### src/rtl/uart_pkg.sv
// Shared UART frame definitions for the transmit framer and the future receiver.
package uart_pkg;

  typedef enum logic [2:0] {
    IDLE,
    START,
    DATA,
    PARITY,
    STOP
  } uart_tx_state_e;

  localparam int unsigned DataBitsMax = 9;

  localparam logic LineIdle   = 1'b1;
  localparam logic StartLevel = 1'b0;
  localparam logic StopLevel  = 1'b1;

  // Data narrower than DataBitsMax is zero-extended, which leaves the XOR unchanged.
  function automatic logic parity_bit(input logic [DataBitsMax-1:0] data, input logic odd);
    return (^data) ^ odd;
  endfunction

endpackage

### src/rtl/baud_tick_gen.sv
// Turns an asynchronous baud square wave into a one-cycle tick on each rising edge.
// Reset is synchronous and active low.
module baud_tick_gen (
  input  logic clk_i,
  input  logic rst_ni,
  input  logic baud_i,
  output logic tick_o
);

  logic [2:0] sync_d, sync_q;
  logic       tick_d, tick_q;

  always_comb begin
    sync_d = {sync_q[1:0], baud_i};
    // sync_q[1] is the second synchroniser stage, sync_q[2] its delayed copy.
    tick_d = sync_q[1] & ~sync_q[2];
  end

  always_ff @(posedge clk_i) begin
    if (!rst_ni) begin
      sync_q <= '0;
      tick_q <= 1'b0;
    end else begin
      sync_q <= sync_d;
      tick_q <= tick_d;
    end
  end

  assign tick_o = tick_q;

endmodule

### src/rtl/uart_tx_framer.sv
// Byte-to-UART-frame serialiser with a one-entry holding buffer.
// Bit timing comes from baud_clk edges, which are sampled as data, never used as a clock.
module uart_tx_framer
  import uart_pkg::*;
#(
  parameter int unsigned DATA_BITS  = 8,
  parameter bit          PARITY_EN  = 1'b0,
  parameter bit          PARITY_ODD = 1'b0,
  parameter int unsigned STOP_BITS  = 1
) (
  input  logic                 clk_in,
  input  logic                 reset,
  input  logic                 baud_clk,
  input  logic [DATA_BITS-1:0] in_data,
  input  logic                 in_valid,
  output logic                 in_ready,
  output logic                 tx,
  output logic                 busy,
  output logic                 tx_done
);

  localparam int unsigned     CntW      = $clog2(DATA_BITS + 1);
  localparam logic [CntW-1:0] DataBitsC = CntW'(DATA_BITS);
  localparam logic [1:0]      StopBitsC = 2'(STOP_BITS);

  logic tick;

  baud_tick_gen u_baud_tick_gen (
    .clk_i  (clk_in),
    .rst_ni (reset),
    .baud_i (baud_clk),
    .tick_o (tick)
  );

  uart_tx_state_e       state_d, state_q;
  logic [DATA_BITS-1:0] shreg_d, shreg_q;
  logic [DATA_BITS-1:0] buf_d, buf_q;
  logic                 buf_full_d, buf_full_q;
  logic                 par_d, par_q;
  logic [CntW-1:0]      bit_cnt_d, bit_cnt_q;
  logic [1:0]           stop_cnt_d, stop_cnt_q;
  logic                 tx_d, tx_q;
  logic                 tx_done_d, tx_done_q;
  logic                 load;

  always_comb begin
    state_d    = state_q;
    shreg_d    = shreg_q;
    buf_d      = buf_q;
    buf_full_d = buf_full_q;
    par_d      = par_q;
    bit_cnt_d  = bit_cnt_q;
    stop_cnt_d = stop_cnt_q;
    tx_d       = tx_q;
    tx_done_d  = 1'b0;
    load       = 1'b0;

    case (state_q)
      IDLE: begin
        tx_d = LineIdle;
        if (tick && buf_full_q) begin
          load    = 1'b1;
          tx_d    = StartLevel;
          state_d = START;
        end
      end
      START: begin
        if (tick) begin
          tx_d      = shreg_q[0];
          shreg_d   = shreg_q >> 1;
          bit_cnt_d = CntW'(1);
          state_d   = DATA;
        end
      end
      DATA: begin
        if (tick) begin
          if (bit_cnt_q < DataBitsC) begin
            tx_d      = shreg_q[0];
            shreg_d   = shreg_q >> 1;
            bit_cnt_d = bit_cnt_q + CntW'(1);
          end else if (PARITY_EN) begin
            tx_d    = par_q;
            state_d = PARITY;
          end else begin
            tx_d       = StopLevel;
            stop_cnt_d = 2'd1;
            state_d    = STOP;
          end
        end
      end
      PARITY: begin
        if (tick) begin
          tx_d       = StopLevel;
          stop_cnt_d = 2'd1;
          state_d    = STOP;
        end
      end
      STOP: begin
        if (tick) begin
          if (stop_cnt_q < StopBitsC) begin
            stop_cnt_d = stop_cnt_q + 2'd1;
          end else begin
            tx_done_d = 1'b1;
            // A waiting byte starts immediately so frames run without an idle bit.
            if (buf_full_q) begin
              load    = 1'b1;
              tx_d    = StartLevel;
              state_d = START;
            end else begin
              tx_d    = LineIdle;
              state_d = IDLE;
            end
          end
        end
      end
      default: begin
        tx_d    = LineIdle;
        state_d = IDLE;
      end
    endcase

    if (load) begin
      shreg_d    = buf_q;
      par_d      = parity_bit(DataBitsMax'(buf_q), PARITY_ODD);
      buf_full_d = 1'b0;
    end

    if (in_valid && !buf_full_q) begin
      buf_d      = in_data;
      buf_full_d = 1'b1;
    end
  end

  always_ff @(posedge clk_in) begin
    if (!reset) begin
      state_q    <= IDLE;
      shreg_q    <= '0;
      buf_q      <= '0;
      buf_full_q <= 1'b0;
      par_q      <= 1'b0;
      bit_cnt_q  <= '0;
      stop_cnt_q <= '0;
      tx_q       <= LineIdle;
      tx_done_q  <= 1'b0;
    end else begin
      state_q    <= state_d;
      shreg_q    <= shreg_d;
      buf_q      <= buf_d;
      buf_full_q <= buf_full_d;
      par_q      <= par_d;
      bit_cnt_q  <= bit_cnt_d;
      stop_cnt_q <= stop_cnt_d;
      tx_q       <= tx_d;
      tx_done_q  <= tx_done_d;
    end
  end

  assign in_ready = ~buf_full_q;
  assign tx       = tx_q;
  assign busy     = (state_q != IDLE);
  assign tx_done  = tx_done_q;

endmodule

### config.mk
export PLATFORM = sky130hd
export DESIGN_NAME = uart_tx_framer
export DESIGN_NICKNAME = d
export VERILOG_FILES = /design/src/rtl/uart_pkg.sv /design/src/rtl/baud_tick_gen.sv /design/src/rtl/uart_tx_framer.sv
export SDC_FILE = /design/constraint.sdc
export NUM_CORES = 1
export LEC_CHECK = 0
export BUFFER_PORTS_ARGS = -buffer_cell sky130_fd_sc_hd__clkbuf_2
export CAP_MARGIN = 5
export CORE_MARGIN = 2
export CORE_UTILIZATION = 60
export DETAILED_ROUTE_END_ITERATION = 16
export PLACE_DENSITY = 0.84
export SYNTH_ARGS = -nofsm -noshare
export SYNTH_HDL_FRONTEND = slang
export SYNTH_SLANG_ARGS = --single-unit
### constraint.sdc
create_clock -name clk_in -period 2.9 [get_ports clk_in]
set_clock_uncertainty 0.2 [all_clocks]
set_input_delay 0.435 -clock clk_in [delete_from_list [all_inputs] [get_ports clk_in]]
set_output_delay 0.435 -clock clk_in [all_outputs]
set_load 0.005 [all_outputs]
==> metrics.cfg, run 1 <==
[die]
die_y_um=52.1
die_area_um2=2720
core-area_um2=2190
start_util_pct=63.4
die_x_um=52.1
placementRows=17
io_pins=16

[worst_setup_path]
crit_path_start_kind=flip-flop
cp_max_fo=10
crit_type=flip-flop to flip-flop
r2r_cells=4
cp_data_required_time_ps=2960
end_kind=flip-flop
worstPathArrival_ps=2030

[routing]
wirelength_um=2760
drt-initial-drc-count=43
postRouteAntennaNets=0
viasPerCell=5.76
drc_errors=0
wl_per_cell_um=13.6
vias=1169
drt_first_pass_iters=4

[pwr]
power_switching_mw=0.186
p_leak_nw=0.591
powerDensity_nw_per_um2=507
pwr-share-clk_pct=34.8
finalPower_mw=0.775
ir_drop_uv=402
swShare_pct=24.0
pwr-share-comb_pct=6.0
internal-power_mw=0.589
seq_power_share_pct=59.1

[timing]
setup_violations=0
max-slew-margin-rel_pct=64.0
min_period_ps=1980
max_freq_mhz=506
fin_tns_setup_ps=0
worst_pin_slew_ps=536
grt_setup_unrepaired=no
setup_ws_ps=924
period_share_pct=68.1
final_max_slew_viol_count=0
hold_viol=0

[yosys]
synth_area_per_cell_um2=8.74
synth.distinct_cells=37
synth-seq-area-share_pct=46.1
synth_edf_count=0
synth_area_um2=1390
syn-num-nets=173
yosysWarnings=0
postSynthCellCount=159
synth-seq-cells=32
synth-async-reset-ratio_pct=0
synth-main-ff-cell=dfxtp_1

[cts]
cts-root-buf=clkbuf_4
ctsResizeCount=0
cts_hold_buf=0
clkSinkCount=32
cts_buffers=5
h-tree-depth=2
clockBufferDepth=2
cts_tree=done
post_cts.repair.setup_buffers=0
clkSlewWorstSetupHoldPaths_ps=100
clock_latency_ps=330

[grt]
grt_antenna_before_repair=0
grt_max_degree=19
grt.overflow.total=0
grtUsageTotal_pct=23.7
grt_pass1_vias=1057
grt_first_pass_wirelength_um=4600

[layout]
fill_cells=182
drive_above_1_share_pct=17.7
areaGrowthSynthToFinish_pct=9.99
layout.nets=188
diodes=0
fin_area_um2=1530
layout.cells.non_filler=203

[placed_design]
dp_hpwl_um=1950
port_buffers=15
post_dp_cell_area_um2=1470
gp_congestion=0.848
dpl_worst_slack_ps=965
dp_cells=195

[min_path]
hold_path_depth=2
min_path_type=input port to flip-flop

[flow_run]
drv_cap=0

[run_status]
outcome=finished clean

## worst paths after layout
kind | slack [ps] | start | to
worst max register to register | 920 | state_q[1] | stop_cnt_q[1]
worst max-delay path | 920 | state_q[1] | stop_cnt_q[1]
worst min register to register | 220 | u_baud_tick_gen.sync_q[2] | u_baud_tick_gen.tick_o
worst min-delay path | 110 | baud_clk | u_baud_tick_gen.sync_q[0]
## cell usage in the layout, fill, tap and decap left out, types with 4 or more instances in the layout
cell,instances
dfxtp_1,32
nor2_1,15
clkbuf_2,15
nand2_1,13
o21ai_0,13
mux2i_1,8
inv_1,7
a21oi_1,7
a22oi_1,6
a31oi_1,6
nor2b_1,5
clkbuf_4,5
and2_1,4
nor3_1,4
## through the flow
step	hold WS [ps]	utilization (%)
6_report	109	69.8
5_1_grt	103	69.8
4_1_cts	106	69.8
3_5_place_dp	189	67.0
3_3_place_gp	176	67.0
2_1_floorplan	167	-
## flip-flops by register name (all words and copies together) (netlist names), 2 cells and up
signal                  cells
stop_cnt_q                  2
bit_cnt_q                   4
buf_q                       8
shreg_q                     8
state_q                     3
u_baud_tick_gen.sync_q      3
## layout make-up
class                      count  area [um^2]  area share, %
sequential                    32          641           41.9
clock inverter                 2         10.0          0.655
clock buffer                   6         51.3           3.36
inverter                       8         30.0           1.96
timing repair buffer          18         97.6           6.38
tap                           28         35.0           2.29
multi-input combinational    109          664           43.5
## routing by layer
metal  track usage (%)  vias up  part of all wire (%)
met5                 0        -                     0
met4              11.1        0                   1.7
met3              7.18        4                   5.2
met2              38.8       36                    50
met1              28.3      544                    43
li1                  -      585                     -
## cells in the mapped netlist, types with 3 or more instances
master	n	share of area [%]
inv_1	7	1.9
mux2i_1	8	5.8
a31oi_1	6	2.7
nor3_1	4	1.4
and2_1	4	1.8
nand2_1	13	3.5
a21oi_1	7	2.5
a22oi_1	6	3.2
clkbuf_1	6	1.6
nor2_1	15	4.1
dfxtp_1	32	46
o21ai_0	13	4.7
nand3_1	3	1.1
nor2b_1	5	2.3
## cell families (layout without fill, tap and decap cells)
kind of cell | Yosys count | count (layout) | share of synthesized area [%]
flip-flops | 32 | 32 | 46.1
multiplexers | 8 | 8 | 5.76
buffers and inverters | 18 | 34 | 6.12
adder cells (fa/ha/maj) | 2 | 2 | 1.80
AO/OA/AOI/OAI | 40 | 40 | 18.5
AND/OR/NAND/NOR | 58 | 58 | 21.1
XOR/XNOR | 1 | 1 | 0.630
## power groups by stage
| stage | clock (mW) | sequential [mW] | combinational (mW) |
|---|---|---|---|
| CTS | 0.274 | 0.458 | 0.0473 |
| global route | 0.292 | 0.460 | 0.0532 |
| detailed placement | 0 | 0.468 | 0.0470 |
| floorplan | 0 | 0.466 | 0.0318 |
| finish | 0.270 | 0.458 | 0.0469 |
| global placement | 0 | 0.468 | 0.0450 |
## worst max-delay path, stage by stage (launching register included)
cell and delay [ps]:
dfxtp_1 510, inv_1 140, o32a_1 390, or4b_1 520, a21oi_1 150
Note: power is estimated with default switching activity, not from simulation.
==> run 2: changes to the inputs <==
--- a/config.mk
+++ b/config.mk
@@ -8,9 +8,9 @@
 export BUFFER_PORTS_ARGS = -buffer_cell sky130_fd_sc_hd__clkbuf_2
 export CAP_MARGIN = 5
 export CORE_MARGIN = 2
-export CORE_UTILIZATION = 60
+export CORE_UTILIZATION = 50
 export DETAILED_ROUTE_END_ITERATION = 16
-export PLACE_DENSITY = 0.84
+export PLACE_DENSITY = 0.75
 export SYNTH_ARGS = -nofsm -noshare
 export SYNTH_HDL_FRONTEND = slang
 export SYNTH_SLANG_ARGS = --single-unit
==> constraint.sdc (replaced) <==
create_clock -name clk_in -period 1.7 [get_ports clk_in]
set_clock_uncertainty 0.2 [all_clocks]
set_input_delay 0.255 -clock clk_in [delete_from_list [all_inputs] [get_ports clk_in]]
set_output_delay 0.255 -clock clk_in [all_outputs]
set_load 0.005 [all_outputs]
==> run 2 against run 1 <==
  * Sequential share of layout area decreased by 5.4 points
  * Final area rose by 16%
  * Sequential power rose by 70%
  * Wire length grew 6.4%
  * Flip-flop and latch count unchanged
  * Critical path depth is the same
  * Largest power group unchanged
  * First-iteration DRC count fell by 47%
  * Critical path type unchanged
  * Non-clock buffer count rose by 25
  * The flow now finishes with violations (negative setup slack)
==> metrics.cfg, run 2 (synthesis gave the netlist of run 1 again) <==
[cts]
cts_buffers=5
h-tree-depth=2
cts_tree=done
clock_latency_ps=330
clkSinkCount=32
cts-root-buf=clkbuf_4
clockBufferDepth=2
clkSlewWorstSetupHoldPaths_ps=100

[run_status]
violations=negative setup slack
outcome=finished with violations

[routing]
drt-initial-drc-count=23
drt_first_pass_iters=4
vias=1256
postRouteAntennaNets=0
wl_per_cell_um=12.7
drc_errors=0
viasPerCell=5.44
wirelength_um=2940

[timing]
min_period_ps=1710
hold_viol=0
period_share_pct=100
setup_ws_ps=-7.98
max-slew-margin-rel_pct=74.9
worst_pin_slew_ps=376
final_max_slew_viol_count=0
grt_setup_unrepaired=yes
setup_violations=1
max_freq_mhz=585

[grt]
grt_max_degree=17
grt_pass1_vias=1152
grtUsageTotal_pct=20.2
grt_antenna_before_repair=0
grt.overflow.total=0
grt_first_pass_wirelength_um=4910

[pwr]
ir_drop_uv=629
finalPower_mw=1.34
p_leak_nw=0.710
powerDensity_nw_per_um2=752

[flow_run]
drv_cap=0

[layout]
reg.largest.list=buf_q (8), shreg_q (8), bit_cnt_q (4)
layout.nets=213
layout.cells.non_filler=231
layout_commonest_cell=dfxtp_1
fill_cells=211
fin_area_um2=1780
areaGrowthSynthToFinish_pct=27.9
final_util_pct=66.2
diodes=0
final_cell_mix=dfxtp_1, buf_4, clkbuf_2, nand2_1, nor2_1
drive_above_1_share_pct=28.0

[worst_setup_path]
cp_data_required_time_ps=1770
cp-startpoint=state_q[0]
crit_type=flip-flop to flip-flop
worstPathArrival_ps=1780
rr_startpoint=state_q[0]
r2r_cells=4
r2r_slack_ps=-8
crit_path_start_kind=flip-flop
r2r-end=stop_cnt_q[1]
cp_max_fo=7
end_kind=flip-flop

[die]
die_area_um2=3220
die_x_um=56.7
core-area_um2=2690
start_util_pct=51.7
io_pins=16
placementRows=19
die_y_um=56.7

[placed_design]
port_buffers=15
gp_congestion=0.843
dpl_worst_slack_ps=-52.1
dp_hpwl_um=2030
post_dp_cell_area_um2=1570
dp_cells=211

[min_path]
hold_start=reset
hold_path_end=stop_cnt_q[1]
hold_path_depth=3
min_path_type=input port to flip-flop

run 2: cell types whose count changed in the layout (fill, tap and decap cells not counted), sizes merged:
| cell | change |
|---|---|
| buf | +15 |
| dlygate4sd3 | +10 |
run 2: per-layer routing:
layer  wire length (um)  track usage [%]  up-vias
met5                  0                0        -
met4                 49             9.18        0
met3                152             7.60        5
met2               1470             33.4       29
met1               1270             22.9      581
li1                   -                -      641
run 2: final cells by class:
type	instances	area, um^2	share of cell area, %
multi-input cells	109	688	38.7
well taps	31	38.8	2.18
flip-flops and latches	32	649	36.5
inverters	8	30.0	1.69
clock inverters	2	10.0	0.563
repair buffers	43	310	17.5
clock buffers	6	51.3	2.89
run 2: what timing repair did:
| action | CTS | global route |
|---|---|---|
| setup buffers | 0 | 2 |
| setup endpoints to repair | 5 | 12 |
| endpoints found under the hold margin | 10 | 0 |
| hold buffers | 10 | 0 |
| resized for setup | 4 | 11 |
run 2: worst max path at each step:
stage	endpoint	depth (start not counted)	slack (ps)
2_1_floorplan	stop_cnt_q[1]	5	20
3_3_place_gp	stop_cnt_q[1]	4	40
3_5_place_dp	stop_cnt_q[1]	4	-50
4_1_cts	stop_cnt_q[1]	6	3
5_1_grt	stop_cnt_q[1]	4	-30
6_report	stop_cnt_q[1]	4	-8
run 2: worst max-delay path: stages (launching register included):
cell     delay (ps)
dfxtp_4         380
or2_4           260
o32a_1          190
or4b_4          500
a21oi_2         120
run 2: through the flow:
| step | setup TNS (ps) | hold WS, ps |
|---|---|---|
| after detailed placement | -62.1 | 178 |
| after floorplan | 0 | 167 |
| after CTS | 0 | 71.2 |
| after global routing | -52.9 | 74.3 |
| after global placement | 0 | 175 |
| final | -7.98 | 71.8 |
run 2: power breakdown:
| part | switching, mW | total (mW) | internal [mW] |
|---|---|---|---|
| Sequential | 0.0106 | 0.777 | 0.767 |
| Combinational | 0.0474 | 0.106 | 0.0584 |
| Clock | 0.258 | 0.454 | 0.197 |
==> run 3: changes to the inputs <==
--- a/config.mk
+++ b/config.mk
@@ -8,9 +8,10 @@
 export BUFFER_PORTS_ARGS = -buffer_cell sky130_fd_sc_hd__clkbuf_2
 export CAP_MARGIN = 5
 export CORE_MARGIN = 2
-export CORE_UTILIZATION = 50
+export CORE_UTILIZATION = 56
+export CTS_CLUSTER_DIAMETER = 100
 export DETAILED_ROUTE_END_ITERATION = 16
-export PLACE_DENSITY = 0.75
+export PLACE_DENSITY = 0.79
 export SYNTH_ARGS = -nofsm -noshare
 export SYNTH_HDL_FRONTEND = slang
 export SYNTH_SLANG_ARGS = --single-unit
==> constraint.sdc (replaced) <==
create_clock -name clk_in -period 1.8 [get_ports clk_in]
set_clock_uncertainty 0.2 [all_clocks]
set_input_delay 0.27 -clock clk_in [delete_from_list [all_inputs] [get_ports clk_in]]
set_output_delay 0.27 -clock clk_in [all_outputs]
set_load 0.005 [all_outputs]
==> run 3 against run 2 <==
  * The run now ends clean
  * Sequential share of layout area rose by 0.47 points
  * Via count is 2.5% lower
  * Combinational power about the same
  * Flip-flop and latch count stayed put
  * Die area shrank 10%
  * Final area is 1.8% lower
  * Wire length rose by 1.6%
  * Setup slack better by 77 ps
  * Critical path depth grew 1
  * Largest cell class unchanged
  * Largest power group unchanged
==> metrics.cfg, run 3 (synthesis gave the netlist of run 1 again) <==
[die]
start_util_pct=57.7
die_y_um=53.8
die_area_um2=2900
io_pins=16
die_x_um=53.8
core-area_um2=2410
placementRows=18

[routing]
drc_errors=0
wl_met1_um=1280
postRouteAntennaNets=0
vias=1225
drt-initial-drc-count=28
drt_first_pass_iters=4
dr_wl_met3_um=104
wirelength_um=2990
viasPerCell=5.42
routed.top_layer=met4
wl_per_cell_um=13.2
wl_met2_um=1560

[timing]
min_period_ps=1730
final_max_slew_viol_count=0
max_freq_mhz=578
hold_viol=0
period_share_pct=96.2
max-slew-margin-rel_pct=74.1
setup_violations=0
fin_tns_setup_ps=0
worst_pin_slew_ps=386
holdWs_ps=103
setup_ws_ps=69.2

[placed_design]
gp_congestion=0.845
port_buffers=15
dpl_worst_slack_ps=-111
dp_hpwl_um=2010
post_dp_cell_area_um2=1550
dp_cells=208

[worst_setup_path]
r2r_cells=5
cp_max_fo=8
timing.critical_path.slowest_stage_cell=or4b_4
cp_data_required_time_ps=1880
critPathMaxStageDelay_ps=500
crit_chain=buf_4 > nor2_2 > nand2_1 > or4b_4 > a21oi_2
worstPathArrival_ps=1810
crit_path_start_kind=flip-flop
end_kind=flip-flop
crit_type=flip-flop to flip-flop

[pwr]
finalPower_mw=1.28
powerDensity_nw_per_um2=732
ir_drop_uv=710
p_leak_nw=0.689

[layout]
layout.cells.non_filler=226
multi_input_area_um2=689
layout.area.seq_um2=646
final_cell_mix=dfxtp_1, clkbuf_2, buf_4, nand2_1, nor2_1
layout.nets=209
drive_above_1_share_pct=26.0
areaGrowthSynthToFinish_pct=25.6
fin_area_um2=1750
final_util_pct=72.4
layout_commonest_cell=dfxtp_1
diodes=0
fill_cells=183
reg.largest.list=buf_q (8), shreg_q (8), bit_cnt_q (4)

[grt]
grt.overflow.total=0
grt_antenna_before_repair=0
grt_pass1_vias=1130
grtUsageTotal_pct=24.2
grt_first_pass_wirelength_um=4870
grt_max_degree=14

[cts]
clkSinkCount=32
h-tree-depth=2
cts-root-buf=clkbuf_4
cts_buffers=5
cts_tree=done
clock_latency_ps=340
clkSlewWorstSetupHoldPaths_ps=100
clockBufferDepth=2
post_cts.repair.setup_buffers=0

[min_path]
hold_path_depth=3
min_path_type=input port to flip-flop

[flow_run]
drv_cap=0

[run_status]
outcome=finished clean

-- run 3: routing by layer --
metal	GRT usage, %	vias to the layer above
met4	10.3	0
li1	-	630
met2	39.6	19
met3	9.17	4
met5	0	-
met1	28.0	572
-- run 3: layout make-up --
| class | count | share of cell area, % |
|---|---|---|
| Tap cell | 30 | 2.15 |
| Clock inverter | 1 | 0.430 |
| Sequential cell | 32 | 37.0 |
| Multi-Input combinational cell | 109 | 39.5 |
| Clock buffer | 7 | 3.15 |
| Timing Repair Buffer | 39 | 16.1 |
| Inverter | 8 | 1.72 |
-- run 3: path summary, 6_finish.rpt --
check                            startpoint                      to  slack (ps)
hold reg to reg   u_baud_tick_gen.sync_q[2]  u_baud_tick_gen.tick_o         190
setup / recovery                 state_q[0]           stop_cnt_q[1]          70
setup reg to reg                 state_q[0]           stop_cnt_q[1]          70
hold / removal                        reset                      tx         100
-- run 3: power breakdown --
group	total (mW)	leakage, nW	internal, mW	switching [mW]
registers	0.737	0.262	0.727	0.0101
clock network	0.439	0.0315	0.191	0.248
logic	0.103	0.395	0.0562	0.0464
total	1.28	0.689	0.974	0.304
-- run 3: critical path, delay by kind of cell, from the launching register on --
| family | cells | cell delay [ps] |
|---|---|---|
| simple gates | 3 | 830 |
| compound gates | 1 | 120 |
| flops | 1 | 370 |
| buf+inv | 1 | 150 |
-- run 3: what timing repair did --
item / CTS / global route
hold endpoints to repair: 10 / 0
endpoints found under the setup margin: 7 / 10
pin swaps: 0 / 3
hold buffers: 10 / 0
resized for setup: 2 / 11
